`src/rtl/bcd_report_pkg.sv`:
```
// Shared state encodings, character constants and EOL modes for the BCD field reporter.
package bcd_report_pkg;

    localparam logic [2:0] ST_IDLE     = 3'd0;
    localparam logic [2:0] ST_LOAD     = 3'd1;
    localparam logic [2:0] ST_PREFIX   = 3'd2;
    localparam logic [2:0] ST_DIGIT_HI = 3'd3;
    localparam logic [2:0] ST_DIGIT_LO = 3'd4;
    localparam logic [2:0] ST_SEP      = 3'd5;
    localparam logic [2:0] ST_EOL      = 3'd6;
    localparam logic [2:0] ST_DONE     = 3'd7;

    localparam logic [7:0] CHAR_LF    = 8'h0A;
    localparam logic [7:0] CHAR_CR    = 8'h0D;
    localparam logic [7:0] CHAR_BAD   = 8'h3F;
    localparam logic [7:0] CHAR_SPACE = 8'h20;
    localparam logic [7:0] CHAR_ZERO  = 8'h30;

    localparam int EOL_LF_CR = 0;
    localparam int EOL_CR_LF = 1;
    localparam int EOL_NONE  = 2;

endpackage

```
`src/rtl/bcd_nibble_to_ascii.sv`:
```
// One BCD nibble to ASCII: digits map to '0'..'9', A..F become '?', and a
// zero may be blanked to a space when the caller asks for it.
module bcd_nibble_to_ascii
    import bcd_report_pkg::*;
(
    input  logic [3:0] nibble,
    input  logic       blank_zero,
    output logic [7:0] ascii
);

    // NOTE: assign a default first so every path drives ascii and no latch is inferred.
    always_comb begin
        ascii = CHAR_ZERO + {4'h0, nibble};
        if (nibble > 4'd9) begin
            ascii = CHAR_BAD;
        end else if (blank_zero && (nibble == 4'd0)) begin
            ascii = CHAR_SPACE;
        end
    end

endmodule

```
`src/rtl/bcd_field_uart_reporter.sv`:
```
// Formats NUM_FIELDS packed BCD fields into "<prefix>tt:tt..<eol>" and streams it over valid/ready.
// Define BCD_REPORTER_ZERO_BLANK_EN to send a leading zero of field 0 as a space.
module bcd_field_uart_reporter
    import bcd_report_pkg::*;
#(
    parameter int           NUM_FIELDS = 3,
    parameter int           PREFIX_LEN = 8,
    parameter logic [127:0] PREFIX     = "Time is ",
    parameter logic [7:0]   SEP_CHAR   = 8'h3A,
    parameter int           EOL_MODE   = 0,
    parameter int           TRIG_ANY   = 0
) (
    input  logic                    clk,
    input  logic                    rst_n,
    input  logic [8*NUM_FIELDS-1:0] fields,
    input  logic                    req,
    output logic [7:0]              tx_data,
    output logic                    tx_valid,
    input  logic                    tx_ready,
    output logic                    busy,
    output logic [7:0]              drop_cnt
);

    localparam int             FW          = 8 * NUM_FIELDS;
    localparam int             PL          = (PREFIX_LEN == 0) ? 1 : PREFIX_LEN;
    localparam logic [3:0]     PREFIX_LAST = 4'(PL - 1);
    localparam logic [2:0]     FIELD_LAST  = 3'(NUM_FIELDS - 1);
    localparam logic [7:0]     EOL_FIRST   = (EOL_MODE == EOL_CR_LF) ? CHAR_CR : CHAR_LF;
    localparam logic [7:0]     EOL_SECOND  = (EOL_MODE == EOL_CR_LF) ? CHAR_LF : CHAR_CR;
    localparam logic [FW-1:0]  TRIG_MASK   = (TRIG_ANY != 0) ? {FW{1'b1}} : FW'(8'hFF);

    logic [2:0]    state;
    logic [FW-1:0] prev;
    logic [FW-1:0] snap;
    logic          pending;
    logic [3:0]    byte_idx;
    logic [2:0]    field_idx;
    logic          trigger;
    logic          accept;
    logic [7:0]    cur_field;
    logic [3:0]    nibble;
    logic          blank_zero;
    logic [7:0]    digit_ascii;

    function automatic logic [7:0] prefix_at(input logic [3:0] idx);
        prefix_at = 8'h00;
        for (int k = 0; k < PREFIX_LEN; k++) begin
            if (idx == 4'(k)) prefix_at = PREFIX[8*(PREFIX_LEN-1-k) +: 8];
        end
    endfunction

    assign trigger  = req || (((fields ^ prev) & TRIG_MASK) != '0);
    assign accept   = tx_valid && tx_ready;
    assign tx_valid = state inside {ST_PREFIX, ST_DIGIT_HI, ST_DIGIT_LO, ST_SEP, ST_EOL};
    assign busy     = (state != ST_IDLE) && (state != ST_DONE);

    always_comb begin
        cur_field = 8'h00;
        for (int k = 0; k < NUM_FIELDS; k++) begin
            if (field_idx == 3'(k)) cur_field = snap[8*(NUM_FIELDS-1-k) +: 8];
        end
    end

    assign nibble = (state == ST_DIGIT_HI) ? cur_field[7:4] : cur_field[3:0];

`ifdef BCD_REPORTER_ZERO_BLANK_EN
    assign blank_zero = (state == ST_DIGIT_HI) && (field_idx == 3'd0);
`else
    assign blank_zero = 1'b0;
`endif

    bcd_nibble_to_ascii u_digit (
        .nibble     (nibble),
        .blank_zero (blank_zero),
        .ascii      (digit_ascii)
    );

    always_comb begin
        tx_data = 8'h00;
        case (state)
            ST_PREFIX:               tx_data = prefix_at(byte_idx);
            ST_DIGIT_HI, ST_DIGIT_LO: tx_data = digit_ascii;
            ST_SEP:                  tx_data = SEP_CHAR;
            ST_EOL:                  tx_data = byte_idx[0] ? EOL_SECOND : EOL_FIRST;
            default:                 tx_data = 8'h00;
        endcase
    end

    // prev resets to all-ones so the first cycle out of reset always sees a change.
    // NOTE: state registers use non-blocking assignments so every flop samples pre-edge values.
    always_ff @(posedge clk or negedge rst_n) begin
        if (!rst_n) begin
            state     <= ST_IDLE;
            prev      <= '1;
            snap      <= '0;
            pending   <= 1'b0;
            drop_cnt  <= 8'h00;
            byte_idx  <= 4'd0;
            field_idx <= 3'd0;
        end else begin
            prev <= fields;

            // While a line is in flight, one event is queued and further ones are counted.
            if ((state != ST_IDLE) && trigger) begin
                if (!pending) begin
                    pending <= 1'b1;
                end else if (drop_cnt != 8'hFF) begin
                    drop_cnt <= drop_cnt + 8'd1;
                end
            end

            case (state)
                ST_IDLE: begin
                    if (trigger || pending) begin
                        pending <= 1'b0;
                        state   <= ST_LOAD;
                    end
                end
                ST_LOAD: begin
                    snap      <= fields;
                    byte_idx  <= 4'd0;
                    field_idx <= 3'd0;
                    state     <= (PREFIX_LEN == 0) ? ST_DIGIT_HI : ST_PREFIX;
                end
                ST_PREFIX: begin
                    if (accept) begin
                        if (byte_idx == PREFIX_LAST) begin
                            byte_idx <= 4'd0;
                            state    <= ST_DIGIT_HI;
                        end else begin
                            byte_idx <= byte_idx + 4'd1;
                        end
                    end
                end
                ST_DIGIT_HI: begin
                    if (accept) state <= ST_DIGIT_LO;
                end
                ST_DIGIT_LO: begin
                    if (accept) begin
                        if (field_idx == FIELD_LAST) begin
                            state <= (EOL_MODE == EOL_NONE) ? ST_DONE : ST_EOL;
                        end else begin
                            state <= ST_SEP;
                        end
                    end
                end
                ST_SEP: begin
                    if (accept) begin
                        field_idx <= field_idx + 3'd1;
                        state     <= ST_DIGIT_HI;
                    end
                end
                ST_EOL: begin
                    if (accept) begin
                        if (byte_idx[0]) begin
                            state <= ST_DONE;
                        end else begin
                            byte_idx <= byte_idx + 4'd1;
                        end
                    end
                end
                default: begin
                    state <= ST_IDLE;
                end
            endcase
        end
    end

endmodule

```
`config.mk`:
```
export PLATFORM = sky130hd
export DESIGN_NAME = bcd_field_uart_reporter
export DESIGN_NICKNAME = d
export VERILOG_FILES = /design/src/rtl/bcd_report_pkg.sv /design/src/rtl/bcd_nibble_to_ascii.sv /design/src/rtl/bcd_field_uart_reporter.sv
export SDC_FILE = /design/constraint.sdc
export NUM_CORES = 1
export LEC_CHECK = 0
export ABC_AREA = 1
export BUFFER_PORTS_ARGS = -buffer_cell sky130_fd_sc_hd__buf_2
export CAP_MARGIN = 40
export CELL_PAD_IN_SITES_DETAIL_PLACEMENT = 0
export CELL_PAD_IN_SITES_GLOBAL_PLACEMENT = 1
export CORE_ASPECT_RATIO = 0.5
export CORE_UTILIZATION = 42
export CTS_BUF_LIST = sky130_fd_sc_hd__clkbuf_4 sky130_fd_sc_hd__clkbuf_8
export CTS_CLUSTER_DIAMETER = 100
export DETAILED_ROUTE_END_ITERATION = 7
export GPL_TIMING_DRIVEN = 0
export PLACE_DENSITY = 0.78
export SLEW_MARGIN = 25
export SYNTH_ARGS = -nofsm -noshare
export SYNTH_HDL_FRONTEND = slang
export SYNTH_SLANG_ARGS = --single-unit
```
`constraint.sdc`:
```
create_clock -name clk -period 2 [get_ports clk]
set_clock_uncertainty 0.2 [all_clocks]
set_input_delay 0.2 -clock clk [delete_from_list [all_inputs] [get_ports clk]]
set_output_delay 0.2 -clock clk [all_outputs]
set_load 0.02 [all_outputs]
```
==> flow_metrics.py <==
metrics = {
    "status": {
        "status": "finished, violations left",
        "violations": "negative setup slack",
    },
    "global_routing": {
        "grt_use_total_pct": 21.44,
        "antenna_found_initial": 0,
        "grt_overflow": 0,
        "grt_pass1_wl_microns": 12260,
        "grt_pass1_vias": 2627,
        "grt_max_degree": 52,
    },
    "yosys": {
        "yosysWarningCount": 0,
        "synth_compound_area_share_pct": 9.152,
        "async_flop_share_pct": 100.0,
        "synthTopCellsByCount": "nand2_1 (152), inv_1 (49), dfrtp_1 (43)",
        "synth_top_area_cell": "dfrtp_1",
        "synth_edf_count": 0,
        "synth_xor_area_share_pct": 2.952,
        "yosysMostFrequentCell": "nand2_1",
        "synth_top_family_by_area": "simple AND/OR/NAND/NOR gates",
        "netlist_top_cells_area": "dfrtp_1 (36%), nand2_1 (19%), dfstp_2 (7.1%)",
        "yosys.area_share.adder_pct": 4.218,
        "synthSimpleGateAreaFrac_pct": 32.43,
        "synth.avg_cell_area_sq_um": 7.307,
        "synthesis.area_sq_um": 2967,
        "syn-num-nets": 444,
        "syn_inst": 406,
        "synthFlopType": "dfrtp_1",
        "muxShareOfSynthArea_pct": 0,
        "ys_ff_latch": 51,
        "yosysTopAreaCellShare_pct": 36.27,
        "synth-seq-area-share_pct": 43.36,
        "ys_types": 34,
    },
    "sta": {
        "fmax_ghz": 0.4215,
        "setup_violations": 7,
        "drv_slew": 0,
        "tightest_slew_ps": 654.1,
        "holdWs_ps": 24.57,
        "relSlewSlack_pct": 56.40,
        "rsz0062_at_grt": "yes",
        "min_period_over_period_pct": 118.6,
        "hold_violations": 0,
        "period_minus_slack_ps": 2373,
        "postLayoutSetupSlackWorst_ps": -372.7,
    },
    "place": {
        "gp_congestion": 0.8844,
        "port_buffers": 44,
        "hpwl_microns": 5165,
    },
    "cts": {
        "cts_max_level": 2,
        "cts_buffers": 5,
        "cts_max_path_buffers": 2,
        "cts_sinks": 51,
        "cts_tree": "done",
        "clock_latency_ps": 320,
        "clkTransAtPathRegs_ps": 110,
        "cts_root_buf": "clkbuf_8",
    },
    "worst_setup_path": {
        "critPathLaunchType": "flip-flop",
        "r2r_cells": 10,
        "crit_path_max_fanout": 5,
        "cp-end-kind": "primary output",
        "required_ps": 1600,
        "cp_data_arrival_time_ps": 1970,
        "critPathKind": "flip-flop to primary output",
    },
    "route": {
        "vias": 2882,
        "final_antenna_net_count": 0,
        "wl_met3_microns": 265,
        "drc": 0,
        "drt_iter0_drc": 176,
        "drt-wirelength-per-cell_microns": 12.82,
        "via_per_inst": 4.868,
        "wl_met2_microns": 3482,
        "routed.top_layer": "met4",
        "wirelength_microns": 7592,
        "dr.pass1.iters": 4,
        "drt-met1-wl_microns": 3806,
    },
    "floorplanning": {
        "core_area_sq_um": 6753,
        "rows": 21,
        "die_w_microns": 120.9,
        "die_y_microns": 61.43,
        "ios": 46,
        "start_util_pct": 43.93,
        "dieArea_sq_um": 7424,
    },
    "min_path": {
        "hp-class": "primary input to flip-flop",
        "min_path_cells": 3,
    },
    "finish": {
        "antenna-diode-count": 0,
        "layout.nets": 537,
        "syn_to_final_growth_pct": 38.21,
        "drive_gt1_share_pct": 29.40,
    },
    "power": {
        "p_leak_uw": 0.002126,
        "p_per_area_nw_per_um2": 1453,
        "total_power_uw": 5956,
        "vdd_ir_drop_max_mv": 0.4826,
    },
    "run": {
        "drv_cap": 0,
    },
}
-- path summary, 6_finish.rpt --
check                              from  slack, ps      endpoint
max                        field_idx[1]       -370    tx_data[2]
min                            tx_ready         20  field_idx[0]
max reg2reg                 drop_cnt[0]        110   drop_cnt[2]
min reg2reg                     snap[2]        290       snap[2]
max in group asynchronous         rst_n        880      state[0]
min in group asynchronous         rst_n        240   drop_cnt[4]
-- routing by layer --
layer  global-route usage (%)  vias up
met5                        0        -
met3                    5.370        5
met4                    6.349        0
met2                    34.53       50
li1                         -     1460
met1                    29.16     1367
-- per-stage QoR --
step	TNS, ps	setup slack, ps	util (%)	instances	cell area, sq um
after floorplan	-44.21	-44.21	-	406	2974
after global placement	-995.7	-273.6	49.01	542	3309
after detailed placement	-1481	-312.0	49.05	542	3312
after CTS	-1931	-388.3	58.51	587	3951
after global routing	-2611	-521.1	60.72	592	4100
final	-1804	-372.7	60.72	592	4100
-- logic make-up (layout without fill, tap and decap cells) --
kind of cell             Yosys count  after routing
AND/OR/NAND/NOR                  228            228
buffers and inverters             57            151
flip-flops                        51             51
AO/OA/AOI/OAI                     49             49
adder cells (fa/ha/maj)           10             10
XOR/XNOR                          10             10
other                              1              1
-- registers in the layout, indices dropped and copies added, names as in the netlist --
register and flops:
field_idx 3, prev 8, pending 1, state 3, snap 24, byte_idx 4, drop_cnt 8
-- cell type report --
cell class / count / area [sq um]
clock inverters: 2 / 17.52
repair buffers: 86 / 644.4
well taps: 92 / 115.1
clock buffers: 6 / 76.32
plain buffers: 7 / 48.80
fillers: 626 / 2653
multi-input cells: 298 / 1703
inverters: 50 / 200.2
flip-flops and latches: 51 / 1295
-- repair_timing --
item | in CTS | in global routing
pin swaps | 20 | 13
gates cloned | 1 | 0
resized for setup | 69 | 31
endpoints found under the setup margin | 17 | 21
endpoints found under the hold margin | 74 | 0
setup buffers | 11 | 5
hold buffers | 25 | 0
-- worst max-delay path: stages, from the launching register on --
cell,delay (ps)
dfrtp_1,420
buf_4,160
ha_4,150
nand2_2,80
buf_4,170
nand3_1,130
nand2_2,110
nand2_4,60
nand2_2,70
nand2_1,50
nand2_1,60
nand2_1,60
buf_6,130
-- cells in the final DEF (no fill, tap or decap), types with 5 or more instances in the layout --
| cell | netlist | routed |
|---|---|---|
| nor2_1 | 30 | 23 |
| inv_1 | 49 | 41 |
| dfstp_2 | 8 | 8 |
| dfrtp_2 | 0 | 7 |
| clkbuf_8 | 1 | 6 |
| dfrtp_1 | 43 | 36 |
| nand4_1 | 5 | 5 |
| dlygate4sd3_1 | 0 | 25 |
| buf_2 | 2 | 37 |
| o21ai_1 | 0 | 6 |
| a21oi_1 | 8 | 8 |
| nand2_2 | 1 | 10 |
| nor2_2 | 2 | 6 |
| nand2_1 | 152 | 139 |
| inv_2 | 1 | 5 |
| nand3_1 | 30 | 22 |
| buf_4 | 1 | 19 |
| ha_4 | 0 | 5 |
| nor2_4 | 2 | 5 |
| buf_6 | 0 | 8 |
| nand3_2 | 0 | 7 |
| o21ai_0 | 30 | 23 |
| xor2_1 | 9 | 9 |
-- where the power goes --
group          internal, uW  total [uW]  switching (uW)  leakage, uW
logic                  1450        3570            2120      0.00146
clock network           266         644             378    0.0000488
registers              1430        1740             314     0.000616
Note: power is estimated with default switching activity, not from simulation.
